`src/rtl/puf_vote_ctrl.sv`:
```
// puf_vote_ctrl
//   Majority-vote wrapper around a PUF core. One challenge is evaluated
//   NUM_ROUNDS times. Each response bit is counted across the rounds, and
//   the voted response is reported together with a per-bit instability mask.
//
// Optional feature (macro PUF_VOTE_EARLY_EXIT_EN):
//   When defined, the request finishes as soon as a majority of rounds has
//   run and every round so far has returned the same response.
//
// Ports
//   clk_i, rst_i          clock, synchronous active-high reset
//   enable_i              block enable; low aborts an operation in progress
//   start_i               one-cycle request pulse
//   clear_i               software acknowledge for resp_valid_o / err_timeout_o
//   challenge_i           challenge, latched when start_i is accepted
//   busy_o                request in progress (ISSUE or WAIT)
//   resp_valid_o          voted result available (sticky)
//   response_o            majority-voted response
//   unstable_o            bits that disagreed across the executed rounds
//   rounds_done_o         rounds executed for the last completed request
//   err_timeout_o         core response timeout (sticky)
//   core_en_o             core enable (mirrors enable_i)
//   core_req_o            one-cycle evaluation request to the core
//   core_challenge_o      latched challenge presented to the core
//   core_resp_valid_i     core response strobe
//   core_resp_i           core response, valid with the strobe
//
// state  | meaning
// IDLE   | waiting for start_i & enable_i
// ISSUE  | core_req_o pulse, response timer loaded
// WAIT   | waiting for the core strobe or the timer to expire
// DONE   | voted result registered, resp_valid_o high
// ERR    | core timed out, err_timeout_o high until clear_i
module puf_vote_ctrl #(
  parameter int CHAL_W     = 128,
  parameter int RESP_W     = 256,
  parameter int NUM_ROUNDS = 5,
  parameter int TIMEOUT    = 1024,
  parameter int RND_W      = $clog2(NUM_ROUNDS + 1)
) (
  input  logic              clk_i,
  input  logic              rst_i,
  input  logic              enable_i,
  input  logic              start_i,
  input  logic              clear_i,
  input  logic [CHAL_W-1:0] challenge_i,
  output logic              busy_o,
  output logic              resp_valid_o,
  output logic [RESP_W-1:0] response_o,
  output logic [RESP_W-1:0] unstable_o,
  output logic [RND_W-1:0]  rounds_done_o,
  output logic              err_timeout_o,
  output logic              core_en_o,
  output logic              core_req_o,
  output logic [CHAL_W-1:0] core_challenge_o,
  input  logic              core_resp_valid_i,
  input  logic [RESP_W-1:0] core_resp_i
);

  // The ISSUE cycle counts as cycle 0 of the wait window, so the down-counter
  // starts at TIMEOUT-2 on the first WAIT cycle and expires at zero.
  localparam int               TMR_W      = (TIMEOUT > 2) ? $clog2(TIMEOUT) : 1;
  localparam logic [TMR_W-1:0] TMR_LOAD   = (TIMEOUT >= 2) ? TMR_W'(TIMEOUT - 2) : '0;
  localparam logic [RND_W-1:0] ROUNDS_MAX = RND_W'(NUM_ROUNDS);
`ifdef PUF_VOTE_EARLY_EXIT_EN
  localparam logic [RND_W-1:0] ROUNDS_MIN = RND_W'((NUM_ROUNDS + 1) / 2);
`endif

  typedef enum logic [2:0] {
    S_IDLE,
    S_ISSUE,
    S_WAIT,
    S_DONE,
    S_ERR
  } state_e;

  state_e            state_q, state_d;
  logic [CHAL_W-1:0] chal_q, chal_d;
  logic [RND_W-1:0]  cnt_q   [RESP_W];
  logic [RND_W-1:0]  cnt_d   [RESP_W];
  logic [RND_W-1:0]  cnt_inc [RESP_W];
  logic [RND_W-1:0]  round_q, round_d, round_inc;
  logic [TMR_W-1:0]  tmr_q, tmr_d;
  logic [RESP_W-1:0] resp_q, resp_d;
  logic [RESP_W-1:0] unst_q, unst_d;
  logic [RESP_W-1:0] vote, split;
  logic [RND_W-1:0]  rdone_q, rdone_d;
  logic              valid_q, valid_d;
  logic              err_q, err_d;
  logic              accept_start;
  logic              finish;

  // Vote datapath: counts and verdicts as they would be after accepting the
  // current core response. Registered into the result only on DONE entry.
  always_comb begin
    round_inc = round_q + 1'b1;
    for (int i = 0; i < RESP_W; i++) begin
      cnt_inc[i] = cnt_q[i] + RND_W'(core_resp_i[i]);
      vote[i]    = cnt_inc[i] > (round_inc >> 1);
      split[i]   = (cnt_inc[i] != '0) && (cnt_inc[i] != round_inc);
    end
  end

  always_comb begin
    state_d      = state_q;
    chal_d       = chal_q;
    cnt_d        = cnt_q;
    round_d      = round_q;
    tmr_d        = tmr_q;
    resp_d       = resp_q;
    unst_d       = unst_q;
    rdone_d      = rdone_q;
    valid_d      = valid_q;
    err_d        = err_q;
    accept_start = start_i && enable_i;
    finish       = (round_inc == ROUNDS_MAX);
`ifdef PUF_VOTE_EARLY_EXIT_EN
    if ((round_inc >= ROUNDS_MIN) && !(|split)) begin
      finish = 1'b1;
    end
`endif

    unique case (state_q)
      S_IDLE, S_DONE: begin
        // start beats clear when both arrive in DONE
        if (accept_start) begin
          state_d = S_ISSUE;
          chal_d  = challenge_i;
          for (int i = 0; i < RESP_W; i++) begin
            cnt_d[i] = '0;
          end
          round_d = '0;
          valid_d = 1'b0;
        end else if (clear_i) begin
          state_d = S_IDLE;
          valid_d = 1'b0;
          err_d   = 1'b0;
        end
      end
      S_ISSUE: begin
        if (!enable_i) begin
          state_d = S_IDLE;
        end else begin
          tmr_d   = TMR_LOAD;
          state_d = S_WAIT;
        end
      end
      S_WAIT: begin
        if (!enable_i) begin
          state_d = S_IDLE;
        end else if (core_resp_valid_i) begin
          // a strobe arriving on the last timer cycle is still accepted
          cnt_d   = cnt_inc;
          round_d = round_inc;
          if (finish) begin
            state_d = S_DONE;
            resp_d  = vote;
            unst_d  = split;
            rdone_d = round_inc;
            valid_d = 1'b1;
          end else begin
            state_d = S_ISSUE;
          end
        end else if (tmr_q == '0) begin
          state_d = S_ERR;
          err_d   = 1'b1;
        end else begin
          tmr_d = tmr_q - 1'b1;
        end
      end
      S_ERR: begin
        if (clear_i) begin
          state_d = S_IDLE;
          err_d   = 1'b0;
        end
      end
      default: state_d = S_IDLE;
    endcase
  end

  always_ff @(posedge clk_i) begin
    if (rst_i) begin
      state_q <= S_IDLE;
      chal_q  <= '0;
      for (int i = 0; i < RESP_W; i++) begin
        cnt_q[i] <= '0;
      end
      round_q <= '0;
      tmr_q   <= '0;
      resp_q  <= '0;
      unst_q  <= '0;
      rdone_q <= '0;
      valid_q <= 1'b0;
      err_q   <= 1'b0;
    end else begin
      state_q <= state_d;
      chal_q  <= chal_d;
      cnt_q   <= cnt_d;
      round_q <= round_d;
      tmr_q   <= tmr_d;
      resp_q  <= resp_d;
      unst_q  <= unst_d;
      rdone_q <= rdone_d;
      valid_q <= valid_d;
      err_q   <= err_d;
    end
  end

  assign busy_o           = (state_q == S_ISSUE) || (state_q == S_WAIT);
  assign core_req_o       = (state_q == S_ISSUE) && enable_i;
  assign core_en_o        = enable_i;
  assign core_challenge_o = chal_q;
  assign resp_valid_o     = valid_q;
  assign response_o       = resp_q;
  assign unstable_o       = unst_q;
  assign rounds_done_o    = rdone_q;
  assign err_timeout_o    = err_q;

endmodule

```
`config.mk`:
```
export PLATFORM = sky130hd
export DESIGN_NAME = puf_vote_ctrl
export DESIGN_NICKNAME = d
export VERILOG_FILES = /design/src/rtl/puf_vote_ctrl.sv
export SDC_FILE = /design/constraint.sdc
export NUM_CORES = 2
export LEC_CHECK = 0
export ABC_AREA = 1
export BUFFER_PORTS_ARGS = -buffer_cell sky130_fd_sc_hd__buf_2
export CAP_MARGIN = 20
export CORE_AREA = 3 3 398 400
export DETAILED_ROUTE_END_ITERATION = 6
export DIE_AREA = 0 0 401 403
export PLACE_DENSITY = 0.74
export SLEW_MARGIN = 5
export SYNTH_ARGS = -nofsm -noshare
export SYNTH_HDL_FRONTEND = slang
export SYNTH_SLANG_ARGS = --single-unit
```
`constraint.sdc`:
```
create_clock -name clk_i -period 14.95 [get_ports clk_i]
set_input_delay 2.99 -clock clk_i [delete_from_list [all_inputs] [get_ports clk_i]]
set_output_delay 2.99 -clock clk_i [all_outputs]
set_load 0.01 [all_outputs]
```
==> metrics <==
vias in the first global route approximately 75000; P per Cell Area 94.0 mW/mm^2; status finished clean; startpoint types input pin; Reg2Reg Depth 9; Synth area leader dfxtp_1; setup violators final 0; Post-Route Setup TNS 0 ns; IO buf count 1037; Cells after Synth 10800; max-capacitance violation count 0; Top Ports a little over 1000; CTS tree built; Post-CTS Setup Bufs 0; ANT nets after route 0; total power 0.00887 W; Yosys top cell area share 34.5%; Worst-path clk slew 0.06 ns; Hold Startpoint cnt_q[715]; clock latency on the worst-skew pair 0.80 ns; FF/Latch Area around 0.029 sq mm; Placeable Area 0.156 sq mm; H-tree levels 4; Post-Syn Area per Cell 7.69 sq um; min-delay worst type reg -> reg; Req. time, crit path about 12 ns; gpl congestion about 0.87; Vias 76000; Synth area leaders dfxtp_1, ha_1, nand2_1; Filler cells 13500; Yosys Warn Count 0; most frequent cells in the layout nand2_1, a21oi_1, dfxtp_1; commonest non-fill, non-tap cell in the layout nand2_1; Final #Nets 12900; pins over their slew limit 0; sequential area share after synthesis around 34%; post-DR vias/cell 5.56; CTS resizes 0; highest clock rate 0.155 GHz; Slew headroom 22.9%; final worst-path cycle share 43.2%; largest net degree at the start of global routing about 230; Fin. Hold Viols 0; GRT overflow 0; Final HPWL DP 165000 microns; flop-to-flop setup slack slightly below 10 ns; Starting Density 53.3%; Fin Clk Skew 0.0310 ns; crit path DAT 3.46 ns; Worst-Margin Slew between 1 and 1.5 ns; DRC viols 0; Leak 46.6 nW; Area growth, synth to finish 13.6%; cts hold-fix bufs 0; Peak VDD IR 110 uV; number of cell rows between 100 and 150; Tot GR Track Use 29.9%; area of the multi-input gates about 0.05 sq mm; first-pass GRT wire length 396000 microns; Post-Syn Area 0.0830 sq mm; share of layout cells above drive strength 1 between 10% and 20%; FF-to-FF End response_o[145]; Netlist cell types 25; deepest clock path buffer count 3; RSZ-0062 raised after global routing no; Syn Nets 12200; detailed-route wire length 251000 microns; die width 401 microns; Critical Path Sink Type primary output; clock sink total 1429; CP max FO 7; critical path class in -> out; Iter 0 DRT Violations about 4600; Root Buffer clkbuf_16; hold path depth 2; worst hold endpoint cnt_q[715]; initial antenna violation count 67; Tmin final 6.45 ns; RR Startpoint round_q[0]; wire per inst 18.4 microns; die height between 400 and 500 microns; Pre-antenna DRT Iters 6; die area approximately 0.16 sq mm; FF+latch count, synth 1429; CTS Buf Count ~160
## registers in the layout, indices dropped and copies added (netlist names)
| register | flops |
|---|---|
| cnt_q | 768 |
| round_q | 3 |
| core_challenge_o | 128 |
| state_q | 3 |
| err_timeout_o | 1 |
| rounds_done_o | 3 |
| response_o | 256 |
| resp_valid_o | 1 |
| unstable_o | 256 |
| tmr_q | 10 |
## synth_stat cells, drive strengths merged
master  count
nand2    2491
a21oi    1550
dfxtp    1429
ha       1027
o21ai     838
nor2      739
inv       545
xnor2     513
xor2      513
buf       304
clkbuf    304
nand4     258
o21bai    256
nand3      25
a211oi      1
a31oi       1
nor3        1
o211ai      1
or2         1
## power breakdown
part / leakage, nW / total, W / internal, W / switching (W)
Clock: 2.64 / 0.00404 / 0.00237 / 0.00168
Combinational: 32.4 / 0.000886 / 0.000326 / 0.000560
Sequential: 11.6 / 0.00394 / 0.00388 / 0.0000570
Total: 46.6 / 0.00887 / 0.00657 / 0.00229
## cell families after synthesis
kind of cell	count (synthesis)	synth area share (%)
AND/OR/NAND/NOR	3515	16.7
AO/OA/AOI/OAI	2647	16.7
flip-flops	1429	34.5
buffers and inverters	1153	5.76
adder cells (fa/ha/maj)	1027	15.5
XOR/XNOR	1026	10.8
## worst max-delay path, stage by stage
cell and delay (ns):
buf_2 0.15, nand3_1 0.12, inv_1 0.07, buf_2 0.13
## routing by layer
layer	vias to the layer above	wire, microns	global-route usage [%]	share of wire (%)
met5	-	220	0	0.088
met1	35900	99800	33.2	40
li1	37300	-	-	-
met4	30	16600	19.5	6.6
met3	677	17900	7.55	7.1
met2	2157	117000	51.0	46
## how the worst max path moves through the flow
stage                            startpoint         endpoint  slack (ns)  cells after the start
after floorplan                  round_q[0]  response_o[192]        6.19                      8
after global placement    core_resp_valid_i        cnt_q[99]        7.74                     10
after detailed placement  core_resp_valid_i       cnt_q[381]        7.70                     10
after CTS                          enable_i       core_req_o        8.50                      4
after global routing      core_resp_valid_i       cnt_q[457]        8.38                     11
final                              enable_i       core_req_o        8.50                      4
## layout make-up
class / count / area share, %
inverter: 545 / 2.20
antenna: 51 / 0.135
sequential: 1429 / 30.3
clock buffer: 237 / 5.10
multi-input combinational: 8215 / 52.7
clock inverter: 49 / 0.609
timing repair buffer: 1096 / 6.20
tap: 2058 / 2.73
## metrics by stage
stage	util, %	hold slack [ns]	std cells	area, sq um	setup WS [ns]
floorplan	-	0.444	10800	83000	6.19
global placement	57.0	0.451	13300	88700	7.74
detailed placement	57.0	0.456	13300	88700	7.70
CTS	60.5	0.466	13600	94100	8.50
global route	60.5	0.477	13700	94200	8.38
finish	60.6	0.463	13700	94300	8.50
(Power assumes the default switching activity.)
